**config.mk**
```make
export PLATFORM = sky130hd
export DESIGN_NAME = irq_ctrl_flat
export DESIGN_NICKNAME = d
export VERILOG_FILES = /design/src/rtl/irq_pkg.sv /design/src/rtl/irq_ctrl_if.sv /design/src/rtl/irq_prio_enc.sv /design/src/rtl/irq_ctrl.sv /design/src/flat_wrapper.sv
export SDC_FILE = /design/constraint.sdc
export NUM_CORES = 1
export LEC_CHECK = 0
export BUFFER_PORTS_ARGS = -buffer_cell sky130_fd_sc_hd__buf_2
export CAP_MARGIN = 20
export CORE_ASPECT_RATIO = 0.6
export CORE_MARGIN = 8
export CORE_UTILIZATION = 45
export CTS_CLUSTER_DIAMETER = 40
export DETAILED_ROUTE_END_ITERATION = 7
export GPL_TIMING_DRIVEN = 0
export PLACE_DENSITY_LB_ADDON = 0.2
export SYNTH_ARGS = -nofsm -noshare
export SYNTH_HDL_FRONTEND = slang
export SYNTH_SLANG_ARGS = --single-unit
```
**constraint.sdc**
```tcl
create_clock -name clk -period 2.2 [get_ports clk]
set_clock_uncertainty 0.1 [all_clocks]
set_input_delay 0.11 -clock clk [delete_from_list [all_inputs] [get_ports clk]]
set_output_delay 0.11 -clock clk [all_outputs]
set_load 0.1 [all_outputs]
```
**src/rtl/irq_pkg.sv**
```systemverilog
// Shared types and constants for the MIPS interrupt controller.
package irq_pkg;

    typedef enum logic [1:0] {
        IDLE    = 2'd0,
        ARM     = 2'd1,
        ISSUE   = 2'd2,
        SERVICE = 2'd3
    } irq_state_t;

    // Exception vector that the PC mux selects when irq is taken.
    localparam logic [31:0] IRQ_VEC = 32'h8000_0004;

endpackage

```
**src/rtl/irq_ctrl_if.sv**
```systemverilog
// Pipeline-facing signal bundle of the interrupt controller.
// The controller takes the slave modport; whoever drives the sources and pipeline status takes master.
interface irq_ctrl_if #(
    parameter int N_SRC   = 4,
    parameter int CAUSE_W = 3
);
    logic [N_SRC-1:0]   irq_src;
    logic               mask_we;
    logic [N_SRC-1:0]   mask_wdata;
    logic               pipe_stall;
    logic               pipe_flush;
    logic [31:0]        epc_in;
    logic               eret;
    logic               irq;
    logic [CAUSE_W-1:0] cause;
    logic [31:0]        epc;
    logic               in_service;
    logic [N_SRC-1:0]   pending;

    modport master (
        output irq_src, mask_we, mask_wdata, pipe_stall, pipe_flush, epc_in, eret,
        input  irq, cause, epc, in_service, pending
    );

    modport slave (
        input  irq_src, mask_we, mask_wdata, pipe_stall, pipe_flush, epc_in, eret,
        output irq, cause, epc, in_service, pending
    );
endinterface

```
**src/rtl/irq_prio_enc.sv**
```systemverilog
// Fixed-priority encoder: the lowest set index wins. Purely combinational.
module irq_prio_enc #(
    parameter int N_SRC   = 4,
    parameter int CAUSE_W = 3
) (
    input  logic [N_SRC-1:0]   i_eligible,
    output logic               o_valid,
    output logic [CAUSE_W-1:0] o_idx
);

    always_comb begin
        o_valid = |i_eligible;
        o_idx   = '0;
        // Scan downwards so the lowest set bit is the last assignment.
        for (int i = N_SRC - 1; i >= 0; i--) begin
            if (i_eligible[i]) begin
                o_idx = CAUSE_W'(i);
            end
        end
    end

endmodule

```
**src/rtl/irq_ctrl.sv**
```systemverilog
// Interrupt controller for the 5-stage MIPS pipeline: edge-latched pending bits, mask,
// fixed priority, issue at a safe pipeline point. Define IRQ_SYNC_EN for 2-flop input synchronizers.
module irq_ctrl
    import irq_pkg::*;
#(
    parameter int               N_SRC    = 4,
    parameter int               CAUSE_W  = 3,
    parameter logic [N_SRC-1:0] MASK_RST = {N_SRC{1'b1}}
) (
    input  logic       clk,
    input  logic       reset,
    irq_ctrl_if.slave  bus
);

    irq_state_t         r_state;
    logic               r_irq;
    logic [CAUSE_W-1:0] r_cause;
    logic [31:0]        r_epc;
    logic               r_in_service;
    logic [N_SRC-1:0]   r_pending;
    logic [N_SRC-1:0]   r_mask;
    logic [N_SRC-1:0]   r_hist;

    logic [N_SRC-1:0]   w_src;
    logic [N_SRC-1:0]   w_rise;
    logic [N_SRC-1:0]   w_eligible;
    logic [N_SRC-1:0]   w_clr;
    logic               w_valid;
    logic [CAUSE_W-1:0] w_idx;
    logic               w_issue;

`ifdef IRQ_SYNC_EN
    generate
        for (genvar gi = 0; gi < N_SRC; gi++) begin : g_sync
            logic r_meta;
            logic r_stable;
            always_ff @(posedge clk) begin
                if (!reset) begin
                    r_meta   <= 1'b0;
                    r_stable <= 1'b0;
                end else begin
                    r_meta   <= bus.irq_src[gi];
                    r_stable <= r_meta;
                end
            end
            assign w_src[gi] = r_stable;
        end
    endgenerate
`else
    assign w_src = bus.irq_src;
`endif

    assign w_rise     = w_src & ~r_hist;
    assign w_eligible = r_pending & r_mask;

    irq_prio_enc #(
        .N_SRC   (N_SRC),
        .CAUSE_W (CAUSE_W)
    ) u_prio (
        .i_eligible (w_eligible),
        .o_valid    (w_valid),
        .o_idx      (w_idx)
    );

    assign w_issue = (r_state == ARM) && w_valid && !bus.pipe_stall && !bus.pipe_flush;

    // Clear only the winning bit; a fresh rise on that same bit still re-sets it below.
    generate
        for (genvar gi = 0; gi < N_SRC; gi++) begin : g_clr
            assign w_clr[gi] = w_issue && (w_idx == CAUSE_W'(gi));
        end
    endgenerate

    always_ff @(posedge clk) begin
        if (!reset) begin
            r_state      <= IDLE;
            r_irq        <= 1'b0;
            r_cause      <= '0;
            r_epc        <= '0;
            r_in_service <= 1'b0;
            r_pending    <= '0;
            r_mask       <= MASK_RST;
            r_hist       <= '0;
        end else begin
            r_hist    <= w_src;
            r_pending <= (r_pending & ~w_clr) | w_rise;
            r_irq     <= 1'b0;
            if (bus.mask_we) begin
                r_mask <= bus.mask_wdata;
            end
            case (r_state)
                IDLE: begin
                    if (w_valid) begin
                        r_state <= ARM;
                    end
                end
                ARM: begin
                    if (!w_valid) begin
                        r_state <= IDLE;
                    end else if (w_issue) begin
                        r_state      <= ISSUE;
                        r_irq        <= 1'b1;
                        r_cause      <= w_idx;
                        r_epc        <= bus.epc_in;
                        r_in_service <= 1'b1;
                    end
                end
                ISSUE: begin
                    r_state <= SERVICE;
                end
                SERVICE: begin
                    if (bus.eret) begin
                        r_state      <= IDLE;
                        r_in_service <= 1'b0;
                    end
                end
                default: begin
                    r_state <= IDLE;
                end
            endcase
        end
    end

    assign bus.irq        = r_irq;
    assign bus.cause      = r_cause;
    assign bus.epc        = r_epc;
    assign bus.in_service = r_in_service;
    assign bus.pending    = r_pending;

endmodule
```
**src/flat_wrapper.sv**
```systemverilog
// flat-port wrapper written by rule: the top's interface ports become plain ports
module irq_ctrl_flat import irq_pkg::*;
#(
    parameter int               N_SRC    = 4,
    parameter int               CAUSE_W  = 3,
    parameter logic [N_SRC-1:0] MASK_RST = {N_SRC{1'b1}}
)
  (clk, reset, bus_irq_src, bus_mask_we, bus_mask_wdata, bus_pipe_stall, bus_pipe_flush, bus_epc_in, bus_eret, bus_irq, bus_cause, bus_epc, bus_in_service, bus_pending);
  irq_ctrl_if #(.N_SRC(N_SRC), .CAUSE_W(CAUSE_W)) bus_i ();
  input  logic clk;
  input  logic reset;
  input wire logic [$bits(bus_i.irq_src)-1:0] bus_irq_src;
  input wire logic [$bits(bus_i.mask_we)-1:0] bus_mask_we;
  input wire logic [$bits(bus_i.mask_wdata)-1:0] bus_mask_wdata;
  input wire logic [$bits(bus_i.pipe_stall)-1:0] bus_pipe_stall;
  input wire logic [$bits(bus_i.pipe_flush)-1:0] bus_pipe_flush;
  input wire logic [$bits(bus_i.epc_in)-1:0] bus_epc_in;
  input wire logic [$bits(bus_i.eret)-1:0] bus_eret;
  output wire logic [$bits(bus_i.irq)-1:0] bus_irq;
  output wire logic [$bits(bus_i.cause)-1:0] bus_cause;
  output wire logic [$bits(bus_i.epc)-1:0] bus_epc;
  output wire logic [$bits(bus_i.in_service)-1:0] bus_in_service;
  output wire logic [$bits(bus_i.pending)-1:0] bus_pending;
  assign bus_i.irq_src = bus_irq_src;
  assign bus_i.mask_we = bus_mask_we;
  assign bus_i.mask_wdata = bus_mask_wdata;
  assign bus_i.pipe_stall = bus_pipe_stall;
  assign bus_i.pipe_flush = bus_pipe_flush;
  assign bus_i.epc_in = bus_epc_in;
  assign bus_i.eret = bus_eret;
  assign bus_irq = bus_i.irq;
  assign bus_cause = bus_i.cause;
  assign bus_epc = bus_i.epc;
  assign bus_in_service = bus_i.in_service;
  assign bus_pending = bus_i.pending;
  irq_ctrl #(.N_SRC(N_SRC), .CAUSE_W(CAUSE_W), .MASK_RST(MASK_RST)) u_core (.clk(clk), .reset(reset), .bus(bus_i));
endmodule
```
# ---- Word level (Yosys, flattened, before mapping)
# Index checks and enable logic that the tools add are counted.
dict set report totals {
  register_bits 51
  in_bits 46
  out_inout_bits 41
}
dict set report classes {
  eq_ne 11
  n_mux 14
  bitwise_logic 6
  reduce_logical 17
}
# op count
set op_table {}
lappend op_table {{$and A4 B4 Y4} 3}
lappend op_table {{$mux W2} 5}
lappend op_table {{$mux W3} 3}
lappend op_table {{$reduce_and A3 Y1} 3}
lappend op_table {{$not A4 Y4} 2}
lappend op_table {{$pmux W2 S4} 1}
lappend op_table {{$logic_and A1 B1 Y1} 7}
lappend op_table {{$eq A3 B2 Y1 const B} 2}
lappend op_table {{$ne A2 B1 Y1 const B} 3}
lappend op_table {{$eq A2 B2 Y1 const B} 2}
lappend op_table {{$mux W1} 4}
lappend op_table {{$or A4 B4 Y4} 1}
lappend op_table {{$reduce_and A4 Y1} 1}
lappend op_table {{$reduce_or A4 Y1} 1}
lappend op_table {{$eq A3 B1 Y1 const B} 1}
lappend op_table {{$logic_not A3 Y1} 1}
lappend op_table {{$ne A3 B3 Y1 const B} 1}
lappend op_table {{$eq A2 B1 Y1 const B} 1}
lappend op_table {{$logic_not A1 Y1} 2}
lappend op_table {{$logic_not A2 Y1} 1}
lappend op_table {{$ne A2 B2 Y1 const B} 1}
lappend op_table {{$pmux W1 S2} 1}
lappend op_table {{$reduce_bool A2 Y1} 1}

# ---- Longest topological paths before layout
# Gate-level depths: netlist of run 1.
dict set report logic_depth {
  ltp_word 10
  mapped_depth 6
  mapped_depth_nobuf 4
}

# ---- By module
# From an unflattened synthesis of run 1, not the netlist that was laid out.
dict set report hier_totals {
  cells_unflattened 224
  hier_area_um2 2064.5
}
# module instances cells_each area_each_um2
set by_module_without_submodules {}
lappend by_module_without_submodules {irq_ctrl 1 215 2018.2}
lappend by_module_without_submodules {irq_prio_enc 1 9 46.3}

# ---- Worst setup path before layout of run 1
# OpenSTA, ideal clock, no wires.
dict set report synth_timing {
  kind {flip-flop to flip-flop}
  from {register u_core.r_pending[1], in the netlist u_core.bus.pending[1]}
  to {register u_core.r_epc[25], in the netlist u_core.bus.epc[25]}
  setup_ps 70
  t_arrival_ps 1996
  required_ps 2030
  setup_slack_ps 34
  path_stages_with_launch 7
  path_buffers 2
  cell_sequence {dfxtp_1 -> a22oi_1 -> a31oi_4 -> buf_6 -> buf_6 -> nand3_1 -> o21ai_1}
}
dict set report synth_via {
  elab_chain_len 6
}
# item line_no
set synth_rtl {}
lappend synth_rtl {{from (decl)} irq_ctrl.sv:20} ;# logic [N_SRC-1:0] r_pending;
lappend synth_rtl {{from (signal assigned)} irq_ctrl.sv:86} ;# r_pending <= (r_pending & ~w_clr) | w_rise;
lappend synth_rtl {{$and A4 B4 Y4 *} irq_ctrl.sv:54} ;# assign w_eligible = r_pending & r_mask;
lappend synth_rtl {{$reduce_or A4 Y1 *} irq_prio_enc.sv:12} ;# o_valid = |i_eligible;
lappend synth_rtl {{$logic_and A1 B1 Y1 (3 in a row)} irq_ctrl.sv:65} ;# assign w_issue = (r_state == ARM) && w_valid && !bus.pipe_stall && !bus.pipe_flush;
lappend synth_rtl {{$reduce_and A3 Y1 (no line) *} --}
lappend synth_rtl {{to (signal assigned)} irq_ctrl.sv:104} ;# r_epc <= bus.epc_in;
lappend synth_rtl {{to (decl)} irq_ctrl.sv:18} ;# logic [31:0] r_epc;
# Mark *: on every way between the ends. The rest lies on a longest branch, timed or not.
# A chain may end at the register's enable or synchronous reset.

==> metrics.csv, run 1 <==
stage;metric;value;unit
logic_synthesis;seq_area_frac_synth;0.538;
floorplanning;dieWidth;99.0;µm
floorplanning;dieArea;6520;µm²
routing;route.detailed.drc;0;
finish;layout_commonest_cell;buf_2;
timing;fmax;0.535;GHz
routing;vias_per_cell;4.97;
clock_network;cts_buffer_depth;2;
global_route;antenna_found_initial;0;
global_route;grt-ovfl-total;0;
logic_synthesis;synth_compound_area_frac;0.134;
min_path;hold_path.class;input pin to flip-flop;
routing;routedWlPerCell;14.4;µm
finish;drive_above_1_share;0.287;
timing;final_max_slew_viol_count;0;
power_and_ir_drop;pwr_density_cell;685;nW/µm²
timing;hold-worst-slack;0.0518;ns
critical_path;critical_path_class;flip-flop to flip-flop;
status;status;finished, final reports clean;
place;placement.io_buffers;83;
global_route;grt_start_max_net_pins;15;
power_and_ir_drop;cellLeakagePower;0.00128;µW
logic_synthesis;synth_area;1860;µm²
global_route;first_global_vias;1861;
logic_synthesis;synth-adder-area-share;0;
clock_network;cts.reportedPaths.clkPinSlew;0.09;ns
critical_path;critPathRequiredTime;2.33;ns
timing;fin_crit_sh;0.850;
routing;dr.pass1.iters;4;
logic_synthesis;netlist_instances;218;
clock_network;cts_sinks;50;
logic_synthesis;synth-seq-cells;50;
finish;final_nets;394;
logic_synthesis;yosys-mux-area-fraction;0.0215;
routing;totalWireLength;5750;µm
clock_network;insertion_delay;0.30;ns
logic_synthesis;synth_cell_type_count;24;
timing;slew_headroom;0.321;
logic_synthesis;yosysTopAreaCell;dfxtp_1;
routing;final_antenna_net_count;0;
floorplanning;row_count;18;
finish;antenna_cells;0;
logic_synthesis;syn-mean-instance-area;8.53;µm²
logic_synthesis;synth.area.top_cells;dfxtp_1 54%, nand3_1 10%, nand2_1 9.1%;
routing;drt_iter0_drc;98;
critical_path;cp-end-kind;flip-flop;
floorplanning;io_pins;87;
timing;tightestPinTransition;1.00;ns
floorplanning;die_y;65.8;µm
timing;finalSetupViolations;0;
floorplanning;initial_core_util;0.462;
logic_synthesis;ys_warn_count;0;
critical_path;crit_fanout;10;
critical_path;cp.arrival;2.00;ns
timing;hold_viol;0;
floorplanning;core;4030;µm²
logic_synthesis;syn_nets;264;
global_route;grt_usage;0.178;
finish;layout_common_cells;86 x buf_2, 50 x dfxtp_1, 45 x nand2_1;
place;globalplace.congestion;0.781;
logic_synthesis;yosys.area_share.xor_xnor;0;
run;drv_cap;0;
clock_network;root_buffer;clkbuf_8;
timing;rsz0062_at_grt;no;
finish;syn_to_final_growth;52.1;%
logic_synthesis;synth_top_family_by_area;simple AND/OR/NAND/NOR gates;
timing;min_period;1.87;ns
logic_synthesis;synth_top_area_frac;0.538;
clock_network;tritoncts;done;
place;hpwl;3950;µm
routing;vias;1982;
logic_synthesis;synthSimpleGateAreaFrac;0.252;
clock_network;numCtsBuffers;5;
finish;nFillCells;314;
clock_network;cts_htree_levels;2;
power_and_ir_drop;peakVddDrop;0.000408;V
critical_path;start_kind;flip-flop;
global_route;grt_pass1_wl;9200;µm
timing;setup_tns;0;ns
[registers in the layout, indices dropped and copies added, names as in the netlist, named ones only]
name and flops:
u_core.bus.cause 2, u_core.bus.epc 32, u_core.r_state 1, u_core.bus.pending 4, u_core.bus.in_service 1, u_core.bus.irq 1
u_core.r_mask 4, u_core.r_hist 4
[worst max-delay path: stages (launching register included)]
cell and delay, ns:
dfxtp_1 0.35, or4b_4 0.58, a31oi_4 0.23, buf_6 0.18, buf_6 0.15, nand3_1 0.10, o21ai_1 0.11
[metal layers]
metal | GRT usage | share of wire | up-vias
met2 | 0.272 | 0.43 | 84
li1 | - | - | 996
met1 | 0.221 | 0.46 | 897
met3 | 0.0798 | 0.11 | 5
met5 | 0 | 0 | -
met4 | 0.0569 | 0.0082 | 0
[cells in the mapped netlist]
cell type   n
buf_4       1
nor2_1      3
nand2_1    45
nor4b_1     1
nand4_1     2
a22oi_1     1
o21ai_1     4
mux2i_1     4
dfxtp_1    50
nand3_1    37
and2_1      4
clkbuf_1   10
clkbuf_2    2
o21ai_0    31
a32o_1      1
o2111a_1    1
conb_1      1
nor2b_1     7
or4b_4      1
buf_6       2
buf_2       3
a31oi_4     1
inv_1       1
a21oi_1     5
[repair_timing]
| item | CTS | global route |
|---|---|---|
| gates resized for setup | 0 | 0 |
| buffers inserted | 0 | 0 |
| hold endpoints to repair | 40 | 0 |
| hold buffers | 40 | 0 |
[where the power goes]
group	internal, µW	switching, µW	total (µW)
logic	133	298	431
registers	941	23.9	965
clock network	254	289	543
[stage by stage]
step / setup slack, ns / instances / utilization / total power (µW) / instance area, µm²
final: 0.331 / 399 / 0.702 / 1940 / 2830
after global routing: 0.226 / 399 / 0.702 / 2020 / 2830
after floorplan: 0.0339 / 218 / - / 1260 / 1860
after global placement: 0.395 / 351 / 0.580 / 1360 / 2340
after detailed placement: 0.368 / 351 / 0.580 / 1360 / 2340
after CTS: 0.352 / 399 / 0.702 / 1940 / 2830
[area by class of cell]
class | instances | area [µm²] | share of cell area
Clock inverter | 1 | 5.00 | 0.00177
Inverter | 1 | 3.75 | 0.00133
Clock buffer | 7 | 86.3 | 0.0305
Buffer | 18 | 92.6 | 0.0327
Tap cell | 50 | 62.6 | 0.0221
Multi-Input combinational cell | 149 | 763 | 0.270
Timing Repair Buffer | 123 | 816 | 0.288
Sequential cell | 50 | 1000 | 0.354
[cell families (layout without fill, tap and decap cells)]
logic type / count (synthesis) / count (layout)
and+or+nand+nor: 100 / 100
DFF: 50 / 50
AOI/OAI and AO/OA: 44 / 44
muxes: 4 / 4
buffers and inverters: 19 / 150
other: 1 / 1
[final timing paths]
kind	from	end	slack, ns	depth (start not counted)
hold reg to reg	u_core.r_hist[3]	u_core.bus.pending[3]	0.35	1
setup / recovery	flip-flop	u_core.bus.epc[27]	0.33	6
setup reg to reg	flip-flop	u_core.bus.epc[27]	0.33	6
hold / removal	bus_eret	flip-flop	0.05	4
Note: power is estimated with default switching activity, not from simulation.
==> run 2, diff against run 1 <==
--- a/config.mk
+++ b/config.mk
@@ -5,11 +5,12 @@
 export SDC_FILE = /design/constraint.sdc
 export NUM_CORES = 1
 export LEC_CHECK = 0
+export ABC_AREA = 1
 export BUFFER_PORTS_ARGS = -buffer_cell sky130_fd_sc_hd__buf_2
 export CAP_MARGIN = 20
 export CORE_ASPECT_RATIO = 0.6
 export CORE_MARGIN = 8
-export CORE_UTILIZATION = 45
+export CORE_UTILIZATION = 47
 export CTS_CLUSTER_DIAMETER = 40
 export DETAILED_ROUTE_END_ITERATION = 7
 export GPL_TIMING_DRIVEN = 0
==> constraint.sdc (replaced) <==
create_clock -name clk -period 1.76 [get_ports clk]
set_clock_uncertainty 0.1 [all_clocks]
set_input_delay 0.088 -clock clk [delete_from_list [all_inputs] [get_ports clk]]
set_output_delay 0.088 -clock clk [all_outputs]
set_load 0.1 [all_outputs]
==> run 2 against run 1 <==
Flip-flop and latch count is the same; critical path type unchanged; sequential share of layout area shrank 3.3 points; fmax grew 25%; critical path depth grew 3; largest cell class unchanged; first-iteration DRC count grew 10%; critical endpoint is now u_core.bus.epc[26]; die area grew 5.6%.
==> metrics.csv, run 2 <==
stage;metric;value;unit;change
status;status;finished, final reports clean;;
timing;fin_crit_sh;0.852;;+0.00233
logic_synthesis;synth_cell_type_count;23;;-4.2%
place;hpwl;4000;µm;+1.1%
place;globalplace.congestion;0.794;;+1.7%
clock_network;tritoncts;done;;
routing;final_antenna_net_count;0;;unchanged
clock_network;insertion_delay;0.29;ns;about the same
power_and_ir_drop;power_switching;1030;µW;+69%
min_path;hold_path.class;input pin to flip-flop;;
floorplanning;core;4190;µm²;+3.9%
routing;totalWireLength;6280;µm;+9.2%
logic_synthesis;synth_area;2080;µm²;+12%
floorplanning;die_y;67.5;µm;+2.6%
routing;drt_iter0_drc;108;;+10%
power_and_ir_drop;pwr_density_cell;887;nW/µm²;+29%
critical_path;path_buf_inv;2;;unchanged
clock_network;cts_setup_buffers;0;;unchanged
global_route;first_global_vias;2227;;+20%
finish;multi_input_area;810;µm²;+6.1%
logic_synthesis;ys_warn_count;0;;unchanged
finish;antenna_cells;0;;unchanged
global_route;grt_usage;0.190;;+0.0115
critical_path;start_kind;flip-flop;;
clock_network;cts_sinks;50;;unchanged
finish;final_nets;496;;+26%
global_route;grt_start_max_net_pins;15;;unchanged
routing;dr.pass1.iters;5;;+1
routing;vias_per_cell;4.29;;-14%
logic_synthesis;synth_edf_count;0;;unchanged
global_route;antenna_found_initial;0;;unchanged
critical_path;slowest_delay;0.37;ns;-0.21 ns
place;detailedPlace.worstSlack;0.296;ns;-0.0718 ns
logic_synthesis;syn_nets;358;;+36%
power_and_ir_drop;seq_power_share;0.446;;-0.052
power_and_ir_drop;peakVddDrop;0.000676;V;+66%
power_and_ir_drop;cellLeakagePower;0.00180;µW;+41%
run;drv_cap;0;;unchanged
place;placement.io_buffers;85;;+2.4%
floorplanning;dieArea;6880;µm²;+5.6%
finish;largest_register_ffs;32;;unchanged
clock_network;cts_buffer_depth;2;;unchanged
floorplanning;io_pins;87;;unchanged
power_and_ir_drop;intPower;1750;µW;+32%
timing;setup_tns;0;ns;unchanged
global_route;grt-ovfl-total;0;;unchanged
logic_synthesis;synthTopCellsByCount;97 x nand2_1, 74 x nor2_1, 50 x dfxtp_1;;
critical_path;crit_fanout;10;;unchanged
logic_synthesis;ys_dominant_reg_cell;dfxtp_1;;
logic_synthesis;async_flop_share;0;;unchanged
finish;layout_commonest_cell;nand2_1;;
power_and_ir_drop;comb_power_share;0.307;;+0.085
clock_network;cts.reportedPaths.clkPinSlew;0.09;ns;about the same
clock_network;numCtsBuffers;5;;unchanged
logic_synthesis;yosysMostFrequentCell;nand2_1;;
critical_path;cpLargestDelayFamily;simple AND/OR/NAND/NOR gates;;
floorplanning;row_count;18;;unchanged
critical_path;cp_cell_sequence;nand2_1 > nand2_1 > inv_2 > nand2_4 > nand3_4 > buf_4 > nand2_1 > nand2_1 > nor2_1;;
timing;worst_slack;0.260;ns;-0.0702 ns
finish;layout_common_cells;97 x nand2_1, 90 x buf_2, 74 x nor2_1;;
finish;regArea;1010;µm²;+0.50%
critical_path;critPathSlowestCell;dfxtp_1;;
routing;routedWlPerCell;12.3;µm;-15%
logic_synthesis;synth.area.top_cells;dfxtp_1 48%, nand2_1 18%, nor2_1 13%;;
logic_synthesis;syn-mean-instance-area;6.67;µm²;-22%
logic_synthesis;yosysTopAreaCell;dfxtp_1;;
finish;nFillCells;343;;+9.2%
logic_synthesis;synth_top_area_frac;0.481;;-0.0566
global_route;grt_pass1_wl;10500;µm;+14%
clock_network;root_buffer;clkbuf_8;;
logic_synthesis;netlist_instances;312;;+43%
critical_path;cpMostUsedCell;nand2_1;;
timing;hold_viol;0;;unchanged
clock_network;cts_htree_levels;2;;unchanged
logic_synthesis;seq_area_frac_synth;0.481;;-0.0566
routing;route.detailed.drc;0;;unchanged
critical_path;cp.arrival;1.63;ns;-0.37 ns
critical_path;critical_path_class;flip-flop to flip-flop;;
logic_synthesis;synth-seq-cells;50;;unchanged
floorplanning;dieWidth;102;µm;+2.9%
finish;syn_to_final_growth;50.8;%;
power_and_ir_drop;swShare;0.372;;+0.0564
power_and_ir_drop;clkPwrFrac;0.247;;-0.033
timing;final_max_slew_viol_count;0;;unchanged
critical_path;critPathRequiredTime;1.89;ns;-0.44 ns
timing;finalSetupViolations;0;;unchanged
finish;fin_util;0.749;;+0.0468
timing;min_period;1.50;ns;-0.370 ns
timing;rsz0062_at_grt;no;;
timing;fmax;0.667;GHz;+25%
finish;drive_above_1_share;0.255;;-0.0315
floorplanning;initial_core_util;0.496;;+0.0349
critical_path;cp-end-kind;flip-flop;;
routing;vias;2193;;+11%
critical_path;ff2ff_setup_slack;0.26;ns;-0.07 ns
-- run 2: changes by cell type after synthesis, moves of 3 or more --
cell / previous run / this run
mux2i_1: 4 / 0
nor2_1: 3 / 74
o21ai_1: 4 / 0
inv_1: 1 / 49
buf_4: 1 / 4
or2_2: 0 / 3
and2_1: 4 / 0
nor2b_1: 7 / 0
nand3_1: 37 / 7
clkbuf_1: 10 / 2
o21ai_0: 31 / 2
nand2_1: 45 / 97
-- run 2: through the flow --
step,hold WS [ns],area [µm²],total power (µW),instances
after floorplan,0.0923,2080,1880,312
after global placement,0.184,2580,2020,457
after detailed placement,0.186,2580,2030,457
after CTS,0.0285,3140,2780,511
after global routing,0.0674,3140,2910,511
final,0.0267,3140,2780,511
-- run 2: logic make-up (layout without fill, tap and decap cells) --
family | count (synthesis) | count (layout) | synth area share
buffers and inverters | 64 | 203 | 0.129
flip-flops | 50 | 50 | 0.481
AND/OR/NAND/NOR | 187 | 187 | 0.360
other | 1 | 1 | 0.00180
AO/OA/AOI/OAI | 10 | 10 | 0.0277
-- run 2: final cells by class --
class,count,area share
flip-flops and latches,50,0.321
repair buffers,131,0.282
multi-input cells,198,0.258
inverters,51,0.0610
clock buffers,7,0.0275
plain buffers,13,0.0247
well taps,60,0.0239
clock inverters,1,0.00160
-- run 2: final timing paths --
check                            from                    end  cells past startpoint
setup / recovery     u_core.r_mask[2]     u_core.bus.epc[26]                      9
hold / removal                  reset  u_core.bus.pending[0]                      4
setup reg to reg     u_core.r_mask[2]     u_core.bus.epc[26]                      9
hold reg to reg   u_core.bus.cause[1]    u_core.bus.cause[1]                      2
-- run 2: worst register-to-register path: stages (launching register included) --
cell     delay, ns
dfxtp_1       0.37
nand2_1       0.10
nand2_1       0.13
inv_2         0.07
nand2_4       0.08
nand3_4       0.12
buf_4         0.21
nand2_1       0.06
nand2_1       0.06
nor2_1        0.14
-- run 2: timing repair --
item | CTS | global route
hold buffers | 46 | 0
endpoints found under the hold margin | 40 | 0
resized for setup | 0 | 0
-- run 2: layer usage --
metal | vias to the layer above | wire length [µm] | GRT usage
li1 | 1177 | - | -
met2 | 77 | 2820 | 0.322
met5 | - | 0 | 0
met3 | 8 | 629 | 0.0738
met4 | 0 | 60 | 0.0381
met1 | 931 | 2770 | 0.227
-- run 2: power groups by stage --
stage                     logic [µW]  registers [µW]  clock network (µW)
after global routing             914            1250                 741
after CTS                        843            1240                 693
after floorplan                  224            1650                   0
after global placement           758            1260                   0
final                            853            1240                 687
after detailed placement         764            1270                   0
==> run 3, diff against run 2 <==
--- a/config.mk
+++ b/config.mk
@@ -5,12 +5,11 @@
 export SDC_FILE = /design/constraint.sdc
 export NUM_CORES = 1
 export LEC_CHECK = 0
-export ABC_AREA = 1
 export BUFFER_PORTS_ARGS = -buffer_cell sky130_fd_sc_hd__buf_2
 export CAP_MARGIN = 20
 export CORE_ASPECT_RATIO = 0.6
 export CORE_MARGIN = 8
-export CORE_UTILIZATION = 47
+export CORE_UTILIZATION = 45
 export CTS_CLUSTER_DIAMETER = 40
 export DETAILED_ROUTE_END_ITERATION = 7
 export GPL_TIMING_DRIVEN = 0
==> run 3 against run 2 <==
Cell count shrank 21%; sequential share of layout area grew 2.3 points; setup slack lost 0.21 ns; cell area shrank 6.1%.
==> metrics.csv, run 3 (same netlist as run 1, synthesis figures left out) <==
stage;metric;value;unit;change
status;status;finished, final reports clean;;
timing;fin_crit_sh;0.974;;+0.122
critical_path;worstReg2RegEnd;u_core.bus.epc[9];;
power_and_ir_drop;comb_power_share;0.235;;-0.072
clock_network;cts.reportedPaths.clkPinSlew;0.08;ns;about the same
finish;finalNonFillerCells;406;;-21%
routing;wl_met3;657;µm;+4.5%
routing;drt_iter0_drc;74;;-31%
finish;largest_register_ffs;32;;unchanged
power_and_ir_drop;clkPwrFrac;0.258;;+0.011
place;globalplace.congestion;0.763;;-3.9%
critical_path;cp-end-kind;flip-flop;;
finish;layout_common_cells;83 x buf_2, 45 x nand2_1, 44 x dfxtp_1;;
timing;rsz0062_at_grt;yes;;
global_route;first_global_vias;1975;;-11%
place;place_area;2340;µm²;-9.3%
global_route;antenna_found_initial;0;;unchanged
critical_path;crit_fanout;10;;unchanged
place;hpwl;3830;µm;-4.2%
routing;totalWireLength;5770;µm;-8.1%
routing;routedWlPerCell;14.2;µm;+16%
floorplanning;core;4030;µm²;-3.8%
clock_network;root_buffer;clkbuf_8;;
routing;highest-signal-layer;met4;;
floorplanning;dieArea;6520;µm²;-5.3%
timing;finalSetupViolations;0;;unchanged
routing;dr.pass1.iters;4;;-1
timing;hold_viol;0;;unchanged
critical_path;ff2ff_setup_slack;0.05;ns;-0.21 ns
power_and_ir_drop;cellLeakagePower;0.00132;µW;-27%
min_path;min_from;bus_eret;;
finish;syn_to_final_growth;58.2;%;
timing;final_max_slew_viol_count;0;;unchanged
routing;drt-met1-wl;2660;µm;-4.0%
critical_path;reg2reg_depth;5;;-4
routing;final_antenna_net_count;0;;unchanged
timing;fmax;0.583;GHz;-13%
clock_network;cts_sinks;50;;unchanged
critical_path;start_kind;flip-flop;;
clock_network;numCtsBuffers;5;;unchanged
floorplanning;io_pins;87;;unchanged
finish;antenna_cells;0;;unchanged
timing;slew_headroom;0.646;;
finish;layout_commonest_cell;buf_2;;
clock_network;tritoncts;done;;
finish;drive_above_1_share;0.323;;+0.0680
global_route;grt-ovfl-total;0;;unchanged
power_and_ir_drop;power_switching;747;µW;-28%
global_route;grt_pass1_wl;9530;µm;-9.0%
power_and_ir_drop;peakVddDrop;0.000529;V;-22%
floorplanning;die_y;65.8;µm;-2.5%
floorplanning;dieWidth;99.0;µm;-2.8%
finish;final_cell_area;2940;µm²;-6.1%
floorplanning;row_count;18;;unchanged
critical_path;critPathRequiredTime;1.83;ns;-0.06 ns
power_and_ir_drop;p_total;2380;µW;-14%
clock_network;cts_buffer_depth;2;;unchanged
critical_path;critical_path_class;flip-flop to flip-flop;;
clock_network;cts_htree_levels;2;;unchanged
routing;vias;1984;;-9.5%
min_path;whs_path_depth;4;;unchanged
floorplanning;initial_core_util;0.462;;-0.0349
power_and_ir_drop;intPower;1640;µW;-6.3%
routing;wl_met2;2420;µm;-14%
timing;setup_tns;0;ns;unchanged
routing;vias_per_cell;4.89;;+14%
run;drv_cap;0;;unchanged
place;placement.io_buffers;83;;-2.4%
global_route;grt_start_max_net_pins;14;;-1
clock_network;insertion_delay;0.29;ns;about the same
global_route;grt_usage;0.179;;-0.0112
power_and_ir_drop;seq_power_share;0.506;;+0.060
power_and_ir_drop;pwr_density_cell;810;nW/µm²;-8.6%
timing;hold-worst-slack;0.0305;ns;+0.00378 ns
timing;min_period;1.71;ns;+0.215 ns
routing;route.detailed.drc;0;;unchanged
power_and_ir_drop;swShare;0.313;;-0.0582
place;post-place-cells;351;;-23%
finish;final_nets;402;;-19%
critical_path;cp.arrival;1.78;ns;+0.15 ns
min_path;hold_path.class;input pin to flip-flop;;
timing;tightestPinTransition;0.530;ns;
==> run 3: changes by cell type in the layout (fill, tap and decap cells not counted), sizes merged, moves of 6 or more <==
cell / change
clkbuf: +9
o21ai: +33
nand3: +29
nand2: -54
nor2: -72
inv: -50
dlygate4sd3: -6
nor2b: +7
==> run 3: timing repair <==
action                                  CTS  global route
pin swaps                                 1             0
gates resized for setup                   4            27
setup buffers                             2             5
endpoints found under the setup margin   31            40
hold buffers                             40             0
gates cloned                              0             1
endpoints found under the hold margin    41             0
==> run 3: how the worst max path moves through the flow <==
stage                         end  slack [ns]
2_1_floorplan  u_core.bus.epc[25]       0.004
3_3_place_gp   u_core.bus.epc[25]       -0.07
3_5_place_dp   u_core.bus.epc[26]       -0.08
4_1_cts        u_core.bus.epc[20]     -0.0005
5_1_grt        u_core.bus.epc[19]       -0.02
6_report        u_core.bus.epc[9]        0.05
==> run 3: critical path, cell delays in order, from the launching register on <==
cell and delay, ns:
dfxtp_4 0.35, or4b_4 0.51, a31oi_4 0.22, buf_6 0.14, clkbuf_4 0.17, o21ai_0 0.11
==> run 3: power groups by stage <==
stage          Combinational, µW  Sequential [µW]  Clock, µW
2_1_floorplan                128             1450          0
3_3_place_gp                 462             1230          0
3_5_place_dp                 465             1230          0
4_1_cts                      537             1210        635
5_1_grt                      597             1210        687
6_report                     561             1210        616
==> run 3: per-stage QoR <==
stage / setup slack (ns) / utilization
floorplan: 0.00387 / -
global placement: -0.0668 / 0.581
detailed placement: -0.0781 / 0.581
CTS: -0.000536 / 0.706
global route: -0.0162 / 0.730
finish: 0.0455 / 0.730
==> run 3: cell type report <==
class / count / area (µm²)
Tap cell: 50 / 62.6
Sequential cell: 50 / 1010
Fill cell: 331 / 1090
Buffer: 18 / 124
Clock buffer: 7 / 76.3
Inverter: 1 / 3.75
Multi-Input combinational cell: 149 / 779
Timing Repair Buffer: 131 / 887
==> run 3: routing by layer <==
metal | vias up | global-route usage
met5 | - | 0
met4 | 0 | 0.0398
met3 | 5 | 0.0872
met2 | 73 | 0.271
met1 | 896 | 0.224
li1 | 1010 | -
